`src/rtl/fifo_rd_packer.sv`:
```
// Read-side packer for async_fifo: pops narrow FIFO entries and packs PACK_RATIO of them
// LSB-first into one wide word on a valid/ready port; flush emits a partial word with its beat count.
module fifo_rd_packer #(
    parameter int  DATA_WIDTH = 4,
    parameter int  PACK_RATIO = 4,
    localparam int OUT_WIDTH  = DATA_WIDTH * PACK_RATIO,
    localparam int CNT_WIDTH  = $clog2(PACK_RATIO + 1)
) (
    input  logic                  rd_clk,
    input  logic                  rd_rst,
    input  logic                  fifo_empty,
    output logic                  fifo_rd_en,
    input  logic [DATA_WIDTH-1:0] fifo_rd_data,
    input  logic                  flush,
    output logic                  out_valid,
    input  logic                  out_ready,
    output logic [OUT_WIDTH-1:0]  out_data,
    output logic [CNT_WIDTH-1:0]  out_beats
);

    typedef enum logic [1:0] {
        ST_FILL  = 2'd0,
        ST_DRAIN = 2'd1,
        ST_OUT   = 2'd2
    } state_t;

    localparam logic [CNT_WIDTH-1:0] FULL_CNT   = CNT_WIDTH'(PACK_RATIO);
    localparam logic [CNT_WIDTH:0]   FULL_LEVEL = (CNT_WIDTH + 1)'(PACK_RATIO);

    state_t                 state;
    state_t                 state_nxt;
    logic [CNT_WIDTH-1:0]   beat_cnt;
    logic [CNT_WIDTH-1:0]   beat_cnt_nxt;
    logic [CNT_WIDTH-1:0]   cap_cnt;
    logic [CNT_WIDTH:0]     fill_level;
    logic                   pend;
    logic                   flush_pend;
    logic                   flush_pend_nxt;
    logic [CNT_WIDTH-1:0]   out_beats_nxt;
    logic                   clear_word;
    logic [OUT_WIDTH-1:0]   data;

    // Beats held plus the read still in flight; never request more than one word's worth.
    assign fill_level = {1'b0, beat_cnt} + {{CNT_WIDTH{1'b0}}, pend};
    assign cap_cnt    = beat_cnt + {{(CNT_WIDTH-1){1'b0}}, pend};
    assign fifo_rd_en = !rd_rst && (state == ST_FILL) && !fifo_empty && (fill_level < FULL_LEVEL);

    assign out_valid  = (state == ST_OUT);
    assign out_data   = data;

    // Next-state and control decode.
    always_comb begin
        state_nxt      = state;
        beat_cnt_nxt   = cap_cnt;
        flush_pend_nxt = flush_pend;
        out_beats_nxt  = out_beats;
        clear_word     = 1'b0;
        case (state)
            ST_FILL: begin
                if (pend && (cap_cnt == FULL_CNT)) begin
                    // Word completes now, so a coincident flush has nothing left to push out.
                    state_nxt      = ST_OUT;
                    out_beats_nxt  = FULL_CNT;
                    flush_pend_nxt = 1'b0;
                end else if (flush || flush_pend) begin
                    state_nxt      = ST_DRAIN;
                    flush_pend_nxt = 1'b0;
                end else begin
                    state_nxt      = ST_FILL;
                end
            end
            ST_DRAIN: begin
                if (flush) begin
                    flush_pend_nxt = 1'b1;
                end else begin
                    flush_pend_nxt = flush_pend;
                end
                // No reads are issued here, so after this cycle's capture nothing is in flight.
                if (cap_cnt != {CNT_WIDTH{1'b0}}) begin
                    state_nxt     = ST_OUT;
                    out_beats_nxt = cap_cnt;
                end else begin
                    state_nxt     = ST_FILL;
                end
            end
            ST_OUT: begin
                if (flush) begin
                    flush_pend_nxt = 1'b1;
                end else begin
                    flush_pend_nxt = flush_pend;
                end
                if (out_ready) begin
                    state_nxt     = ST_FILL;
                    beat_cnt_nxt  = {CNT_WIDTH{1'b0}};
                    out_beats_nxt = {CNT_WIDTH{1'b0}};
                    clear_word    = 1'b1;
                end else begin
                    state_nxt     = ST_OUT;
                end
            end
            default: begin
                state_nxt      = ST_FILL;
                beat_cnt_nxt   = {CNT_WIDTH{1'b0}};
                flush_pend_nxt = 1'b0;
            end
        endcase
    end

    // Control registers.
    always_ff @(posedge rd_clk) begin
        if (rd_rst) begin
            state      <= ST_FILL;
            beat_cnt   <= {CNT_WIDTH{1'b0}};
            pend       <= 1'b0;
            flush_pend <= 1'b0;
            out_beats  <= {CNT_WIDTH{1'b0}};
        end else begin
            state      <= state_nxt;
            beat_cnt   <= beat_cnt_nxt;
            pend       <= fifo_rd_en;
            flush_pend <= flush_pend_nxt;
            out_beats  <= out_beats_nxt;
        end
    end

    // Slot register: returning read data lands in slot beat_cnt; cleared after each handshake.
    always_ff @(posedge rd_clk) begin
        if (rd_rst || clear_word) begin
            data <= {OUT_WIDTH{1'b0}};
        end else begin
            for (int i = 0; i < PACK_RATIO; i++) begin
                if (pend && (beat_cnt == CNT_WIDTH'(i))) begin
                    data[i*DATA_WIDTH +: DATA_WIDTH] <= fifo_rd_data;
                end
            end
        end
    end

endmodule
```
`config.mk`:
```
export PLATFORM = sky130hd
export DESIGN_NAME = fifo_rd_packer
export DESIGN_NICKNAME = d
export VERILOG_FILES = /design/src/rtl/fifo_rd_packer.sv
export SDC_FILE = /design/constraint.sdc
export NUM_CORES = 1
export LEC_CHECK = 0
export ABC_AREA = 0
export CELL_PAD_IN_SITES_DETAIL_PLACEMENT = 1
export CELL_PAD_IN_SITES_GLOBAL_PLACEMENT = 1
export CORE_ASPECT_RATIO = 1.75
export CORE_MARGIN = 2
export CORE_UTILIZATION = 33
export DETAILED_ROUTE_END_ITERATION = 10
export MAX_ROUTING_LAYER = met4
export PLACE_DENSITY = 0.74
export SLEW_MARGIN = 10
export SYNTH_ARGS = -nofsm -noshare
export SYNTH_HDL_FRONTEND = slang
export SYNTH_SLANG_ARGS = --single-unit
```
`constraint.sdc`:
```
create_clock -name rd_clk -period 1.55 [get_ports rd_clk]
set_input_delay 0.3875 -clock rd_clk [delete_from_list [all_inputs] [get_ports rd_clk]]
set_output_delay 0.3875 -clock rd_clk [all_outputs]
set_load 0.01 [all_outputs]
```
Word-level counts from Yosys, hierarchy flattened
Cells that the tools add are included.

word-level totals
  input bits = 9
  register bits after elaboration = 26

cells by class
  reduce and logical (&&, ||, !) cells = 20
  add/subtract/negate cells = 2
  $lt $le $gt $ge = 1
  multiplexer cells = 17
  equality and inequality tests = 11

operators by type and width
  operator              number
  $mux W3               4
  $pmux W3 S3           1
  $logic_and A1 B1 Y1   8
  $eq A3 B2 Y1 const B  2
  $mux W1               6
  $mux W2               3
  $ne A2 B1 Y1 const B  3
  $pmux W2 S3           1
  $pmux W3 S2           1
  $reduce_bool A3 Y1    2
  $add A3 B1 Y4         1
  $lt A4 B3 Y1 const B  1
  $reduce_and A4 Y1     1
  $reduce_or A2 Y1      2
  $add A3 B1 Y3         1
  $eq A3 B1 Y1 const B  1
  $eq A3 B3 Y1 const B  1
  $logic_not A3 Y1      1
  $ne A3 B1 Y1 const B  1
  $eq A2 B1 Y1 const B  1
  $eq A2 B2 Y1 const B  1
  $logic_not A1 Y1      2
  $logic_not A2 Y1      1
  $logic_or A1 B1 Y1    2
  3 further kinds       3

Logic depth before layout (Yosys ltp)
  word-level depth = 5
  depth in mapped cells = 6

Least setup slack after synthesis
No wires, ideal clock.

  path type = reg-to-reg
  start = register beat_cnt[0]
  end = register out_beats[0]
  data arrival time = 1.563 ns
  cell stages (with the launch flop) = 6
  buffers on the path = 0
  library setup time = 0.119 ns
  setup slack = -0.133 ns
  required time = 1.431 ns
  cells stage by stage = dfxtp_1 > ha_1 > ha_1 > o41ai_2 > nand2_2 > mux2i_1

between the ends
  cells in the longest elaborated chain, start to end = 5
  elaborated cells between the ends (all ways) = 9
  those cells by class = add/sub (1); eq/ne (3); mux (2); reduce/logical (3)

ends and longest elaborated chain
  element                      line  source
  from (decl)                  32    logic [CNT_WIDTH-1:0] beat_cnt;
  from (signal assigned)       113   beat_cnt <= {CNT_WIDTH{1'b0}};
  from (signal assigned)       119   beat_cnt <= beat_cnt_nxt;
  $add A3 B1 Y3 *              45    assign cap_cnt = beat_cnt + {{(CNT_WIDTH-1){1'b0}}, pend};
  $eq A3 B3 Y1                 60    if (pend && (cap_cnt == FULL_CNT)) begin
  $logic_and A1 B1 Y1          60
  $ne A2 B1 Y1 (no line)       -
  $reduce_and A4 Y1 (no line)  -
  to (signal assigned)         116   out_beats <= {CNT_WIDTH{1'b0}};
  to (signal assigned)         122   out_beats <= out_beats_nxt;
  to (decl)                    18    output logic [CNT_WIDTH-1:0] out_beats

Every way passes the cells marked *; elsewhere a longest branch is shown, timed or not. The select of a mux whose other input is x is not followed.
A chain may end at the register's enable or synchronous reset.

Worst setup path in the final report
  start = register pend
  end = output port fifo_rd_en

between the ends
  cells in the longest elaborated chain, start to end = 3

ends and longest elaborated chain
  element                 line  source
  from (decl)             36    logic pend;
  from (signal assigned)  120   pend <= fifo_rd_en;
  $add A3 B1 Y4           44    assign fill_level = {1'b0, beat_cnt} + {{CNT_WIDTH{1'b0}}, pend};
  $lt A4 B3 Y1            46    assign fifo_rd_en = !rd_rst && (state == ST_FILL) && !fifo_empty && (fill_level < FULL_LEVEL);
  $logic_and A1 B1 Y1     46
  to (decl)               12    output logic fifo_rd_en,

Every way passes these cells.

==> reports/results.txt <==
DR vias = 1,005
Seq pwr share = 0.458
Worst hold path type = register to register
Crit path cell chain = ha_4, ha_4, o21ai_2, and3_1, buf_2
Final Core Density = 0.534
Logic gate share of total power = 0.167
Net Sw Frac = 0.238
Die area = 4120 µm²
Cell variety after synth = 30
GPL Wtd Cong = 0.799
Clk Latency, worst-skew pair = 0.28 ns
Fin area = 1810 µm²
Hold Slack = 0.480 ns
Final hold vios = 0
Failing checks = negative setup slack
Slowest cell on the critical path = dfxtp_2
Slew headroom = 0.723
WHS Endpoint = out_beats[1]
DP Cell Count = 199
Pre-antenna DRT Iters = 3
Final setup fails = 5
First-pass GRT wire length = 5390 µm
Worst clock skew = 0.0129 ns
Worst hold stages = 2
DRC Markers = 0
Syn. warnings = 0
Initial antenna violation count = 0
Post-Syn Area = 1190 µm²
P_leak = 0.896 nW
GR Overflow Total = 0
Pwr Density = 845 nW/µm²
Root buf cell = clkbuf_8
Initial Util = 0.350
WL/cell = 16.3 µm
Final ANT Viol Nets = 0
HPWL Detailed = 2510 µm
Gr usage total = 0.175
Crit path required time = 1.16 ns
Synth Area in Simple Gates = 0.235
I/O Buffers = 29
Total nets after synthesis = 127
Post-synthesis adder-cell area fraction = 0.0737
Buffers & Inverters on Critical Path = 1
Peak VDD IR = 0.000687 V
Die W = 49.4 µm
Filler cells = 369
Number of global-route vias before repair = 1,152
Mux share of post-synthesis cell area = 0.160
Setup_tns = -0.550 ns
Post-Route WL = 3310 µm
Number of diodes = 0
H-tree depth = 1
Clk sink count = 26
Core area = 3400 µm²
R2R depth = 7
Final WS setup = -0.201 ns
Cell count after synthesis = 111
Synth Area in Compound Gates = 0.0547
Sequential-to-total area share from yosys stat = 0.438
#FFs+latches synth = 26
Crit path launch type = register
Vias per inst = 4.95
Largest family of logic cells by synthesized area = simple AND/OR/NAND/NOR gates
Max-slew violations = 0
Crit path max-delay family = flip-flops
Worst Max-Slew Pin Slew = 0.412 ns
Pint = 0.00117 W
Final worst path period share = 1.13
Critical Path AT = 1.36 ns
Outcome = finished with violations
Pin count of the biggest net entering global routing = 17
Hold Buf Count CTS = 0
Longest Clk Path Bufs = 2
Sw power = 0.000365 W
RSZ-0062 raised after global routing = true
Cts bufs inserted = 3
Mapped Avg Cell Area = 10.7 µm²
CTS tree = yes
Reg2reg start = pend
Crit end category = output port
Layout Cells excl Fill = 203
Max-cap viol count = 0
Die Y = 83.4 µm
FF-to-FF End = out_beats[0]
Fin nets = 175
Fmax = 0.571 GHz
Clock power share = 0.375
Clk slew on worst S/H paths = 0.10 ns
I/O Pins = 30
XOR/XNOR share of the synthesized area = 0.0137
Fin crit period = 1.75 ns
Crit-path max cell delay = 0.35 ns
Placed cell area = 1670 µm²
R2R Setup Slk = -0.10 ns
Worst-path maximum fanout = 3
Area grow syn2layout = 52.5%
Share of layout cells above drive strength 1 = 0.285
Hold_sp = out_beats[1]
Starting DRT DRC Count = 14
CP dominant cell by count = ha_4
Setup CP Type = register to output port
Row cnt = 28
==> power by group through the flow <==
stage	Clock (W)	Combinational [W]	Sequential (W)
after floorplan	0	0.000107	0.000725
after global placement	0	0.000232	0.000714
after detailed placement	0	0.000241	0.000715
after CTS	0.000577	0.000248	0.000702
after global routing	0.000612	0.000277	0.000705
final	0.000574	0.000256	0.000702
==> repair_timing <==
action / CTS / global route
endpoints found under the setup margin: 19 / 16
buffers inserted: 1 / 0
pin swaps: 7 / 3
gates resized for setup: 27 / 14
==> metrics by stage <==
step | power (W) | setup WS (ns)
final | 0.00153 | -0.201
after global routing | 0.00159 | -0.269
after CTS | 0.00153 | -0.207
after detailed placement | 0.000956 | -0.484
after global placement | 0.000946 | -0.451
after floorplan | 0.000832 | 0.0112
==> kinds of logic after synthesis <==
kind of cell / count (synthesis)
AO/OA/AOI/OAI: 7
XOR/XNOR: 1
adder cells (fa/ha/maj): 7
buffers and inverters: 6
flip-flops: 26
multiplexers: 19
AND/OR/NAND/NOR: 45
==> Yosys cell counts (all sizes together) <==
cell	n	area, µm²
and3	2	12.5
nand2b	3	18.8
xnor2	1	16.3
a311oi	1	15.0
nand2	5	21.3
nor2b	2	12.5
nor4b	2	47.6
mux2i	19	190
nand4b	2	17.5
dfxtp	26	521
nor3b	1	7.51
a211oi	1	7.51
a21o	1	7.51
nor3	2	10.0
ha	7	87.6
a21oi	1	5.00
and2	2	12.5
inv	3	11.3
and3b	1	8.76
nor4	3	33.8
nor2	19	71.3
nand3	1	5.00
o21ai	1	5.00
a211o	1	8.76
o41ai	1	16.3
clkbuf	2	7.51
buf	1	11.3
==> metal layers <==
metal | global-route usage | share of wire | up-vias
li1 | - | - | 479
met2 | 0.342 | 0.62 | 29
met3 | 0.0342 | 0.032 | 7
met4 | 0.0623 | 0.016 | 0
met1 | 0.158 | 0.34 | 490
met5 | - | 0 | -
==> layout make-up <==
| class | count | area, µm² | area share |
|---|---|---|---|
| clock buffers | 3 | 41.3 | 0.0228 |
| clock inverters | 1 | 30.0 | 0.0166 |
| inverters | 3 | 11.3 | 0.00621 |
| multi-input cells | 79 | 724 | 0.400 |
| flip-flops and latches | 26 | 523 | 0.288 |
| well taps | 45 | 56.3 | 0.0311 |
| repair buffers | 46 | 427 | 0.235 |
==> cell usage in the layout (no fill, tap or decap), types with 7 or more instances in the layout <==
cell / instances
dfxtp_1: 24
nor2_1: 19
mux2i_1: 19
buf_4: 15
dlygate4sd2_1: 12
clkdlybuf4s50_1: 8
dlymetal6s2s_1: 7
==> state kept, by name, indices dropped and copies added, names as in the netlist <==
signal and cells:
beat_cnt 3, flush_pend 1, out_beats 3, out_data 16
pend 1, state 2
==> tightest hold or removal path, stage by stage, from the launching register on <==
cell	delay, ns
dfxtp_1	0.31
nand2b_1	0.06
mux2i_1	0.06
==> worst max path at each step <==
| stage | to | slack [ns] | from | depth (start not counted) |
|---|---|---|---|---|
| 2_1_floorplan | out_beats[0] | 0.01 | beat_cnt[0] | 5 |
| 3_3_place_gp | fifo_rd_en | -0.45 | rd_rst | 4 |
| 3_5_place_dp | fifo_rd_en | -0.48 | rd_rst | 4 |
| 4_1_cts | fifo_rd_en | -0.21 | pend | 5 |
| 5_1_grt | fifo_rd_en | -0.27 | pend | 6 |
| 6_report | fifo_rd_en | -0.20 | pend | 5 |
(Power assumes the default switching activity.)
